===== config.mk =====
export PLATFORM = sky130hd
export DESIGN_NAME = motor_pwm_generator
export DESIGN_NICKNAME = d
export VERILOG_FILES = /design/src/rtl/motor_pkg.sv /design/src/rtl/pwm_tick_gen.sv /design/src/rtl/motor_pwm_generator.sv
export SDC_FILE = /design/constraint.sdc
export NUM_CORES = 1
export LEC_CHECK = 0
export ABC_AREA = 0
export ABC_CLOCK_PERIOD_IN_PS = 4700
export CAP_MARGIN = 20
export CELL_PAD_IN_SITES_DETAIL_PLACEMENT = 0
export CELL_PAD_IN_SITES_GLOBAL_PLACEMENT = 1
export CORE_MARGIN = 3
export CORE_UTILIZATION = 30
export DETAILED_ROUTE_END_ITERATION = 10
export PLACE_DENSITY = 0.58
export SYNTH_ARGS = -nofsm -noshare
export SYNTH_HDL_FRONTEND = slang
export SYNTH_SLANG_ARGS = --single-unit

===== constraint.sdc =====
create_clock -name i_clk -period 4.7 [get_ports i_clk]
set_input_delay 0.94 -clock i_clk [delete_from_list [all_inputs] [get_ports i_clk]]
set_output_delay 0.94 -clock i_clk [all_outputs]
set_load 0.01 [all_outputs]

===== src/rtl/motor_pkg.sv =====
// rtl/motor_pkg.sv - shared constants, state encoding and width helper for the motor PWM slice
package motor_pkg;

    localparam int MOTOR_CMD_W = 8;
    localparam int CNT_W       = 16;

    localparam int DEF_CLK_DIV         = 50;
    localparam int DEF_PERIOD_TICKS    = 20000;
    localparam int DEF_MIN_PULSE_TICKS = 1000;
    localparam int DEF_TICKS_PER_LSB   = 4;
    localparam int DEF_MAX_PULSE_TICKS = 2000;
    localparam int DEF_ARM_FRAMES      = 50;
    localparam int DEF_TIMEOUT_FRAMES  = 10;

    typedef enum logic [1:0] {
        ST_DISARMED = 2'd0,
        ST_ARMING   = 2'd1,
        ST_ARMED    = 2'd2
    } motor_state_e;

    // Computed in 32 bits so cmd*lsb can never wrap before saturation.
    function automatic logic [CNT_W-1:0] calc_width(
        input logic [MOTOR_CMD_W-1:0] cmd,
        input int                     min_t,
        input int                     lsb,
        input int                     max_t
    );
        int w;
        w = min_t + int'(cmd) * lsb;
        if (w > max_t) begin
            w = max_t;
        end
        return CNT_W'(w);
    endfunction

endpackage


===== src/rtl/pwm_tick_gen.sv =====
// rtl/pwm_tick_gen.sv - prescaler and frame tick counter shared by every motor channel
module pwm_tick_gen
    import motor_pkg::*;
#(
    parameter int CLK_DIV      = DEF_CLK_DIV,
    parameter int PERIOD_TICKS = DEF_PERIOD_TICKS
) (
    input  logic             i_clk,
    input  logic             i_rst_n,
    output logic             o_tick,
    output logic             o_frame_start,
    output logic [CNT_W-1:0] o_count
);

    logic [CNT_W-1:0] r_presc;
    logic [CNT_W-1:0] r_count;
    logic             r_frame_start;
    logic             w_tick;
    logic             w_wrap;

    assign w_tick = (r_presc == CNT_W'(CLK_DIV - 1));
    assign w_wrap = w_tick && (r_count == CNT_W'(PERIOD_TICKS - 1));

    always_ff @(posedge i_clk or negedge i_rst_n) begin
        if (!i_rst_n) begin
            r_presc       <= '0;
            r_count       <= '0;
            r_frame_start <= 1'b0;
        end else begin
            r_frame_start <= w_wrap;
            r_presc       <= w_tick ? '0 : r_presc + CNT_W'(1);
            if (w_tick) begin
                r_count <= w_wrap ? '0 : r_count + CNT_W'(1);
            end
        end
    end

    assign o_tick        = w_tick;
    assign o_frame_start = r_frame_start;
    assign o_count       = r_count;

endmodule


===== src/rtl/motor_pwm_generator.sv =====
// rtl/motor_pwm_generator.sv - per-motor ESC PWM with arming sequencer
// Optional command watchdog enabled by defining MOTOR_PWM_FAILSAFE_EN.
module motor_pwm_generator
    import motor_pkg::*;
#(
    parameter int CLK_DIV         = DEF_CLK_DIV,
    parameter int PERIOD_TICKS    = DEF_PERIOD_TICKS,
    parameter int MIN_PULSE_TICKS = DEF_MIN_PULSE_TICKS,
    parameter int TICKS_PER_LSB   = DEF_TICKS_PER_LSB,
    parameter int MAX_PULSE_TICKS = DEF_MAX_PULSE_TICKS,
    parameter int ARM_FRAMES      = DEF_ARM_FRAMES,
    parameter int TIMEOUT_FRAMES  = DEF_TIMEOUT_FRAMES
) (
    input  logic                   i_clk,
    input  logic                   i_rst_n,
    input  logic                   i_arm,
    input  logic [MOTOR_CMD_W-1:0] i_cmd,
    input  logic                   i_cmd_valid,
    output logic                   o_pwm_out,
    output logic                   o_frame_start,
    output logic                   o_armed,
    output logic                   o_failsafe
);

    localparam logic [CNT_W-1:0] MIN_W  = CNT_W'(MIN_PULSE_TICKS);
    localparam int               ACNT_W = (ARM_FRAMES > 1) ? $clog2(ARM_FRAMES) : 1;

    logic                   w_tick;
    logic                   w_frame_start;
    logic [CNT_W-1:0]       w_count;
    logic                   w_boundary;
    motor_state_e           r_state;
    motor_state_e           w_state_nxt;
    logic [ACNT_W-1:0]      r_arm_cnt;
    logic [ACNT_W-1:0]      w_arm_cnt_nxt;
    logic [MOTOR_CMD_W-1:0] r_shadow;
    logic [MOTOR_CMD_W-1:0] w_cmd_eff;
    logic [CNT_W-1:0]       r_width;
    logic [CNT_W-1:0]       w_width_eff;
    logic                   r_pwm;
    logic                   w_armed;
    logic                   w_fs_nxt;

    pwm_tick_gen #(
        .CLK_DIV      (CLK_DIV),
        .PERIOD_TICKS (PERIOD_TICKS)
    ) u_tick_gen (
        .i_clk         (i_clk),
        .i_rst_n       (i_rst_n),
        .o_tick        (w_tick),
        .o_frame_start (w_frame_start),
        .o_count       (w_count)
    );

    assign w_boundary = w_tick && (w_count == CNT_W'(PERIOD_TICKS - 1));

    // A strobe landing on the boundary bypasses the shadow so it applies this frame.
    assign w_cmd_eff = i_cmd_valid ? i_cmd : r_shadow;

    always_ff @(posedge i_clk or negedge i_rst_n) begin
        if (!i_rst_n) begin
            r_state   <= ST_DISARMED;
            r_arm_cnt <= '0;
        end else begin
            r_state   <= w_state_nxt;
            r_arm_cnt <= w_arm_cnt_nxt;
        end
    end

    always_comb begin
        w_state_nxt   = r_state;
        w_arm_cnt_nxt = r_arm_cnt;
        if (!i_arm) begin
            w_state_nxt   = ST_DISARMED;
            w_arm_cnt_nxt = '0;
        end else if (w_boundary) begin
            case (r_state)
                ST_DISARMED: begin
                    w_state_nxt   = ST_ARMING;
                    w_arm_cnt_nxt = '0;
                end
                ST_ARMING: begin
                    if (r_arm_cnt == ACNT_W'(ARM_FRAMES - 1)) begin
                        w_state_nxt   = ST_ARMED;
                        w_arm_cnt_nxt = '0;
                    end else begin
                        w_arm_cnt_nxt = r_arm_cnt + ACNT_W'(1);
                    end
                end
                ST_ARMED: begin
                    w_state_nxt = ST_ARMED;
                end
                default: begin
                    w_state_nxt   = ST_DISARMED;
                    w_arm_cnt_nxt = '0;
                end
            endcase
        end
    end

    always_comb begin
        w_armed = 1'b0;
        if (r_state == ST_ARMED) begin
            w_armed = 1'b1;
        end
    end

`ifdef MOTOR_PWM_FAILSAFE_EN
    localparam int TCNT_W = $clog2(TIMEOUT_FRAMES + 1);

    logic [TCNT_W-1:0] r_to_cnt;
    logic              r_failsafe;

    assign w_fs_nxt = !i_cmd_valid &&
                      (r_failsafe || (w_boundary && (r_to_cnt == TCNT_W'(TIMEOUT_FRAMES - 1))));

    always_ff @(posedge i_clk or negedge i_rst_n) begin
        if (!i_rst_n) begin
            r_to_cnt   <= '0;
            r_failsafe <= 1'b0;
        end else begin
            r_failsafe <= w_fs_nxt;
            if (i_cmd_valid) begin
                r_to_cnt <= '0;
            end else if (w_boundary && (r_to_cnt != TCNT_W'(TIMEOUT_FRAMES))) begin
                r_to_cnt <= r_to_cnt + TCNT_W'(1);
            end
        end
    end

    assign o_failsafe = r_failsafe;
`else
    assign w_fs_nxt   = 1'b0;
    assign o_failsafe = 1'b0;
`endif

    always_ff @(posedge i_clk or negedge i_rst_n) begin
        if (!i_rst_n) begin
            r_shadow <= '0;
            r_width  <= MIN_W;
        end else begin
            if (i_cmd_valid) begin
                r_shadow <= i_cmd;
            end
            if (!i_arm) begin
                r_width <= MIN_W;
            end else if (w_boundary) begin
                r_width <= ((r_state == ST_ARMED) && !w_fs_nxt)
                         ? calc_width(w_cmd_eff, MIN_PULSE_TICKS, TICKS_PER_LSB, MAX_PULSE_TICKS)
                         : MIN_W;
            end
        end
    end

    // Disarm truncates the running pulse without waiting for the width register.
    assign w_width_eff = i_arm ? r_width : MIN_W;

    always_ff @(posedge i_clk or negedge i_rst_n) begin
        if (!i_rst_n) begin
            r_pwm <= 1'b0;
        end else begin
            r_pwm <= (w_count < w_width_eff);
        end
    end

    assign o_pwm_out     = r_pwm;
    assign o_frame_start = w_frame_start;
    assign o_armed       = w_armed;

endmodule

# --- After elaboration in Yosys (flattened, before gate mapping) ---
# Cells that the tools add are included.
totals:
  ramBits: 0
  rom_bits: 0
  mem_count: 0
  latch_bits: 0
  input_bits: 12
  register_bits: 66
  elab_cells: 43
  output_inout_bits: 4
classes:
  n_mul: 0
  shifts: 0
  div: 0
  magnitude_cmp: 2
  reduce_logical: 4
  eq_ne: 8
  add_sub_neg: 4
  n_bitwise: 0
  mux: 17
ops:
  columns: ["op", "n"]
  rows:
  - ["16-bit 2-to-1 mux", 6]
  - ["16-bit by 1-bit adder with 16-bit output, second input constant", 2]
  - ["6-bit 2-to-1 mux", 3]
  - ["16-bit by 15-bit == test with 1-bit output, second input constant", 1]
  - ["16-bit by 6-bit == test with 1-bit output, second input constant", 1]
  - ["16-bit < comparator", 1]
  - ["6-bit one-hot mux with 2 select lines", 1]
  - ["10-bit by 10-bit adder with 11-bit output, first input constant", 1]
  - ["11-bit > comparator, second input constant", 1]
  - ["11-bit 2-to-1 mux", 1]
  - ["8-bit 2-to-1 mux", 1]
  - ["6-bit by 1-bit adder with 6-bit output, second input constant", 1]
  - ["6-bit == test, second input constant", 1]
  - ["2-bit 2-to-1 mux", 3]
  - ["2-bit one-hot mux with 3 select lines", 1]
  - ["2-bit AND reduction", 2]
  - ["3-bit != test, second input constant", 1]
  - ["2-bit by 1-bit == test with 1-bit output, second input constant", 1]
  - ["2-bit == test, second input constant", 1]
  - ["2-bit logical NOT", 1]
  - ["2-bit by 1-bit != test with 1-bit output, second input constant", 1]
  - ["2-bit != test, second input constant", 1]
  - ["1-bit logical AND", 1]
  - ["1-bit 2-to-1 mux", 1]

# --- Depth between registers and ports, before layout ---
# Gate-level depths: netlist (run 1).
logic_depth:
  ltp_word: 7
  depth_mapped: 10
  mapped_depth_nobuf: 8

# --- Cells and area by module ---
# Synthesis (run 1) repeated with hierarchy kept, for this count alone.
hier_totals:
  hier_cells: 328
  area_unflattened_um2: 3347.0
modules_own_cells:
  columns: ["module", "seq_area_each_um2", "cells_each", "instances", "area_per_inst_um2"]
  rows:
  - ["motor_pwm_generator", 658.1, 172, 1, 1682.9]
  - ["pwm_tick_gen", 825.8, 156, 1, 1664.1]

# --- Worst setup path before layout (run 1) ---
# OpenSTA, ideal clock, no wires.
synth_path:
  path_kind: "input-to-reg"
  startpoint: "in i_cmd_valid"
  endpoint: "reg r_width[2]"
  stages: 9
  setup_ns: 0.138
  arrival_time_ns: 2.926
  slack_ns: 1.636
  cell_sequence: "buf_4 -> buf_6 -> mux2_2 -> ha_1 -> nor4b_1 -> o211ai_1 -> xnor2_1 -> nor4_4 -> o22ai_1"
synth_between:
  elab_chain_len: 7
synth_lines:
  columns: ["element", "line_no", "rtl"]
  rows:
  - ["start: declaration", "motor_pwm_generator.sv:18", "input logic i_cmd_valid,"]
  - ["8-bit 2-to-1 mux", null, null]
  - ["via w_cmd_eff[1]", "motor_pwm_generator.sv:37", "logic [MOTOR_CMD_W-1:0] w_cmd_eff;"]
  - ["10-bit by 10-bit adder with 11-bit output", "motor_pkg.sv:29", "w = min_t + int'(cmd) * lsb;"]
  - ["11-bit > comparator", "motor_pkg.sv:30", "if (w > max_t) begin"]
  - ["11-bit 2-to-1 mux", "motor_pkg.sv:30", null]
  - ["16-bit 2-to-1 mux", "motor_pwm_generator.sv:149", "? calc_width(w_cmd_eff, MIN_PULSE_TICKS, TICKS_PER_LSB, MAX_PULSE_TICKS)"]
  - ["16-bit 2-to-1 mux", "motor_pwm_generator.sv:147", "end else if (w_boundary) begin"]
  - ["16-bit 2-to-1 mux", "motor_pwm_generator.sv:145", "if (!i_arm) begin"]
  - ["end signal: assignment", "motor_pwm_generator.sv:148", "r_width <= ((r_state == ST_ARMED) && !w_fs_nxt)"]
  - ["end: declaration", "motor_pwm_generator.sv:38", "logic [CNT_W-1:0] r_width;"]
# The timed path passes the listed nets, and every way through them passes these cells. The select of a mux whose other input is x is not followed.
# A chain may end at the register's enable or synchronous reset.

# --- Worst setup path in the final report (run 1) ---
# Ends and elaborated chain as after synthesis.

==> out/results.tsv, run 1 <==
metric	value	unit
Post-Route Setup TNS	0	ns
CTS tree	built	
Synth Area in Compound Gates	0.111	
Area after DPL	3620	um^2
Clock Path Buffers	2	
Detailed Place HPWL	4.69	mm
first-pass GRT wire length	12.1	mm
Critical Path RT	4.89	ns
total power	1.12	mW
Chip Height	112	um
worst slew pin tran	0.797	ns
GRT overflow	0	
Synth Warn #	0	
number of top-level pins	16	
number of global-route vias before repair	2505	
Port Buf Inserts	14	
syn nets	357	
CTS Hold Bufs	0	
# rows	38	
average size of a mapped cell	10.3	um^2
final-report hold violation count	0	
post-CTS setup buffer count	0	
setup violators final	0	
post-route cell area	3840	um^2
FMAX	309	MHz
Yosys reg bits	59	
antenna cells	0	
Avg WL per Cell	13.8	um
Pre-antenna DRT Iters	5	
initial antenna violation count	0	
largest family of logic cells by synthesized area	simple AND/OR/NAND/NOR gates	
Area growth syn-to-layout	14.1	%
final setup margin	1.46	ns
fin crit period	3.24	ns
Final period util	0.688	
skew final	0.0180	ns
H-tree depth	3	
WS Path Type	input pin to flop	
Total Wirelength	6.77	mm
multi-input logic area	1720	um^2
Yosys top cell by area	dfrtp_1	
CP startpoint kind	input pin	
Distinct cells, synth	60	
fraction of synthesized area in multiplexers	0.0316	
vias per cell	4.88	
GRT Total Usage	0.119	
Die Area	12500	um^2
proportion of layout cells with a drive suffix above 1	0.134	
Tightest Hold Check Type	flop to flop	
Critical Path End Type	flop	
post-CTS sizing	0	
pre-CTS WS	1.09	ns
largest net degree at the start of global routing	34	
Post-synth EDFFs	0	
RePlAce Congestion	0.718	
area occupied by registers	1480	um^2
Post-layout nets	374	
post-synthesis xor/xnor area fraction	0.0781	
worst vdd ir	0.000155	V
root buffer cell	clkbuf_8	
main flop type after synthesis	dfrtp_1	
Slew Limit Headroom	0.469	
Synth Area in Adders	0.0632	
Leak	1.66	nW
Initial Util	0.309	
top post-synthesis cells by area	dfrtp_1 (39%), ha_1 (6.3%), xnor2_1 (6.0%), dfstp_2 (4.7%), nand2_1 (3.2%)	
DRC	0	
RSZ-0062 raised after global routing	false	
FILL cells	1101	
core area	10900	um^2
Yosys top cell area share	0.394	
Post-Synth Simple-Gate Area	0.226	
status	completed	
Max-Cap Viols	0	
die span in x	112	um
Clock Pin Slew Worst Setup and Hold Paths	0.07	ns
Worst Path Max Fanout	5	
WP data arrival	3.43	ns
Clock Sink Count	59	
Clk Latency, worst-skew pair	0.35	ns
sequential area share after synthesis	0.441	
Synth async-reset ratio	1.00	
Iteration-0 DRC Markers	108	
Synth Cell Area	3360	um^2
Post-Synthesis Cells	328	
total CTS buffers	9	
Slew Limit Fails	0	
Routed Antenna Nets	0	
P per Cell Area	291	nW/um^2
via count	2391	
[registers in the layout (all words and copies together), names as in the netlist]
name and count:
r_shadow 8, u_tick_gen.o_count 16, r_state 2, u_tick_gen.r_presc 16
r_width 9, o_pwm_out 1, u_tick_gen.o_frame_start 1, r_arm_cnt 6
[cell families after synthesis]
group | after synthesis
AOI/OAI and AO/OA | 52
xor gates and xnor gates | 30
adders and majority gates | 17
buffers and inverters | 31
DFF | 59
muxes | 9
other | 1
and+or+nand+nor | 129
[final timing paths]
path | startpoint | to | slack (ns) | cells after the start
setup reg to reg | u_tick_gen.r_presc[1] | r_width[10] | 2.18 | 8
min in group asynchronous | i_rst_n | r_shadow[5] | 0.61 | 1
max in group asynchronous | i_rst_n | r_width[3] | 3.15 | 2
hold reg to reg | u_tick_gen.r_presc[15] | u_tick_gen.r_presc[15] | 0.48 | 1
hold / removal | u_tick_gen.r_presc[15] | u_tick_gen.r_presc[15] | 0.48 | 1
setup / recovery | i_cmd_valid | r_width[2] | 1.46 | 8
[power by group]
| part | switching (mW) | internal [mW] | total, mW |
|---|---|---|---|
| sequential | 0.00456 | 0.515 | 0.519 |
| clock | 0.212 | 0.311 | 0.523 |
| combinational | 0.0459 | 0.0296 | 0.0755 |
| total | 0.262 | 0.856 | 1.12 |
[cell usage after synthesis, drive strengths merged (7+ instances only)]
cell and number:
dfrtp 53, nand2 29, nand3 23, xnor2 23
nor2 20, inv 18, ha 17, o21ai 17
buf 12, and3 9, nor3 9, nor2b 7
xor2 7
[worst max-delay path, stage by stage]
cell and delay (ns):
clkdlybuf4s50_1 0.57, mux2_2 0.40, ha_1 0.27, nor4b_1 0.34
o211ai_1 0.17, xnor2_1 0.20, nor4_4 0.40, o22ai_1 0.14
[through the flow]
stage | utilization | hold slack [ns] | std cells
after floorplan | - | 0.446 | 328
after global placement | 0.332 | 0.463 | 474
after detailed placement | 0.332 | 0.469 | 474
after CTS | 0.352 | 0.481 | 490
after global routing | 0.352 | 0.506 | 490
final | 0.352 | 0.476 | 490
[cell type report]
cell class | count | share of cell area
Multi-Input combinational cell | 238 | 0.448
Tap cell | 140 | 0.0456
Clock inverter | 5 | 0.0202
Inverter | 18 | 0.0176
Sequential cell | 59 | 0.387
Timing Repair Buffer | 19 | 0.0450
Clock buffer | 11 | 0.0368
[placed cells by master (no fill, tap or decap), types with 4 or more instances in the layout]
| cell | netlist | routed |
|---|---|---|
| dfrtp_1 | 53 | 53 |
| nand2_1 | 29 | 29 |
| xnor2_1 | 23 | 23 |
| nand3_1 | 20 | 20 |
| nor2_1 | 19 | 19 |
| inv_1 | 18 | 18 |
| ha_1 | 17 | 17 |
| o21ai_0 | 15 | 15 |
| clkdlybuf4s50_1 | 0 | 13 |
| clkbuf_8 | 0 | 10 |
| and3_1 | 9 | 9 |
| nor3_1 | 8 | 8 |
| xor2_1 | 7 | 7 |
| nor2b_1 | 7 | 7 |
| dfstp_2 | 6 | 6 |
| mux2i_1 | 5 | 5 |
| buf_4 | 4 | 5 |
| and4_1 | 4 | 4 |
| nand4_1 | 4 | 4 |
| a21oi_1 | 4 | 4 |
| nor3b_1 | 4 | 4 |
| o22ai_1 | 4 | 4 |
[layer usage]
layer / GRT usage / vias up / wire [um]
li1: - / 1201 / -
met1: 0.158 / 1157 / 3370
met2: 0.185 / 24 / 3110
met3: 0.0310 / 9 / 171
met4: 0.0487 / 0 / 114
met5: 0 / - / 0
No activity file was read; power rests on OpenSTA's default activity.
==> inputs of run 2 (changes only) <==
--- a/config.mk
+++ b/config.mk
@@ -6,14 +6,14 @@
 export NUM_CORES = 1
 export LEC_CHECK = 0
 export ABC_AREA = 0
-export ABC_CLOCK_PERIOD_IN_PS = 4700
+export ABC_CLOCK_PERIOD_IN_PS = 2700
 export CAP_MARGIN = 20
 export CELL_PAD_IN_SITES_DETAIL_PLACEMENT = 0
 export CELL_PAD_IN_SITES_GLOBAL_PLACEMENT = 1
 export CORE_MARGIN = 3
 export CORE_UTILIZATION = 30
 export DETAILED_ROUTE_END_ITERATION = 10
-export PLACE_DENSITY = 0.58
+export PLACE_DENSITY = 0.6
 export SYNTH_ARGS = -nofsm -noshare
 export SYNTH_HDL_FRONTEND = slang
 export SYNTH_SLANG_ARGS = --single-unit
==> constraint.sdc (replaced) <==
create_clock -name i_clk -period 2.7 [get_ports i_clk]
set_input_delay 0.54 -clock i_clk [delete_from_list [all_inputs] [get_ports i_clk]]
set_output_delay 0.54 -clock i_clk [all_outputs]
set_load 0.01 [all_outputs]
==> out/results.tsv, run 2 (synthesis results as in run 1) <==
metric	value	unit	change
Layout Utilization	0.366		+0.0134
reg-to-reg critical path endpoint	r_width[2]		
Final period util	0.916		
skew final	0.0101	ns	-0.00791 ns
Routed Antenna Nets	0		unchanged
fin crit period	2.47	ns	
Leak	1.74	nW	+5.2%
worst slew pin tran	0.847	ns	+0.0497 ns
via count	2440		+2.0%
Iteration-0 DRC Markers	74		-31%
RSZ-0062 raised after global routing	false		
most frequent cells in the layout	dfrtp_1 (53), nand2_1 (29), xnor2_1 (23)		
post-CTS setup buffer count	0		unchanged
CTS tree	built		
CP startpoint kind	input pin		
Clock Pin Slew Worst Setup and Hold Paths	0.07	ns	about the same
post-route cell area	3980	um^2	+3.8%
r2r setup slk	0.48	ns	-1.70 ns
Critical Path End Type	flop		
final setup margin	0.228	ns	-1.24 ns
largest net degree at the start of global routing	37		+8.8%
WP data arrival	2.67	ns	-0.76 ns
H-tree depth	3		unchanged
Critical Path RT	2.90	ns	-1.99 ns
FILL cells	1087		-1.3%
CTS Hold Bufs	0		unchanged
core area	10900	um^2	unchanged
Tightest Hold Check Type	input pin to async pin		
GRT overflow	0		unchanged
GRT Total Usage	0.119		+0.000187
die span in x	112	um	unchanged
Worst Path Max Fanout	4		-1
Pre-antenna DRT Iters	4		-1
Slew Limit Headroom	0.427		-0.0421
first-pass GRT wire length	12.3	mm	+1.3%
final-report hold violation count	0		unchanged
Max-Cap Viols	0		unchanged
number of global-route vias before repair	2524		+0.76%
Port Buf Inserts	14		unchanged
Post-layout nets	384		+2.7%
number of top-level pins	16		unchanged
pre-CTS WS	-0.424	ns	-1.51 ns
root buffer cell	clkbuf_8		
Cell Chain, Critical Path	clkdlybuf4s50_1 > mux2_2 > ha_1 > nor4b_4 > o211ai_1 > xnor2_1 > nor4_4 > o22ai_1		
Clock Sink Count	59		unchanged
Reg2Reg Depth	7		-1
DRC	0		unchanged
total CTS buffers	9		unchanged
setup violators final	0		unchanged
worst vdd ir	0.000326	V	+110%
FMAX	405	MHz	
Area growth syn-to-layout	18.5	%	
WS Path Type	input pin to flop		
Area after DPL	3720	um^2	+2.8%
vias per cell	4.88		about the same
reg2reg start	r_shadow[2]		
most common cell after layout, fill and taps aside	dfrtp_1		
proportion of layout cells with a drive suffix above 1	0.164		+0.0296
antenna cells	0		unchanged
Chip Height	112	um	unchanged
Die Area	12500	um^2	unchanged
Post-Route Setup TNS	0	ns	unchanged
total power	2.05	mW	+83%
P per Cell Area	514	nW/um^2	+77%
Clock Path Buffers	2		unchanged
Initial Util	0.309		unchanged
Clk Latency, worst-skew pair	0.33	ns	-0.02 ns
slowest stage cell, crit path	clkdlybuf4s50_1		
initial antenna violation count	0		unchanged
RePlAce Congestion	0.768		+7.0%
max incr delay on CP	0.42	ns	-0.15 ns
Avg WL per Cell	13.6	um	-1.2%
Detailed Place HPWL	4.86	mm	+3.7%
Total Wirelength	6.82	mm	+0.83%
status	completed		
# rows	38		unchanged
Slew Limit Fails	0		unchanged
-- run 2: how the worst max path moves through the flow --
stage | startpoint | to | cells after the start
after global placement | i_cmd_valid | r_width[2] | 8
after floorplan | i_cmd_valid | r_width[2] | 9
after detailed placement | i_cmd_valid | r_width[2] | 8
final | i_cmd[2] | r_width[2] | 8
after CTS | i_cmd_valid | r_width[2] | 8
after global routing | i_cmd[2] | r_width[2] | 8
-- run 2: cell type report --
type	instances	area (um^2)	area share
Clock buffer	11	141	0.0355
Timing Repair Buffer	29	275	0.0691
Inverter	18	67.6	0.0170
Clock inverter	5	100	0.0251
Multi-Input combinational cell	238	1740	0.437
Tap cell	140	175	0.0440
Sequential cell	59	1480	0.372
-- run 2: worst max-delay path: cells and delay by family --
family | cells | cell delay [ns]
simple gates | 2 | 0.66
buf+inv | 1 | 0.42
mux | 1 | 0.31
compound gates | 2 | 0.29
fa+ha+maj | 1 | 0.26
xor+xnor | 1 | 0.20
-- run 2: metrics by stage --
stage               std cells  hold WS, ns
CTS                       500        0.208
global placement          484        0.462
floorplan                 328        0.244
detailed placement        484        0.465
finish                    500        0.200
global route              500        0.216
-- run 2: routing by layer --
metal	vias to the layer above	share of wire	track usage
li1	1219	-	-
met3	2	0.035	0.0380
met2	33	0.46	0.187
met4	0	0.0054	0.0276
met5	-	0	0
met1	1186	0.50	0.162
-- run 2: repair_timing --
| item | in CTS | in global routing |
|---|---|---|
| endpoints found under the setup margin | 4 | 5 |
| pin swaps | 1 | 1 |
| gates resized for setup | 1 | 3 |
-- run 2: where the power goes --
| group | internal (mW) | switching (mW) |
|---|---|---|
| Sequential | 0.896 | 0.00797 |
| Clock | 0.636 | 0.350 |
| Combinational | 0.0706 | 0.0881 |
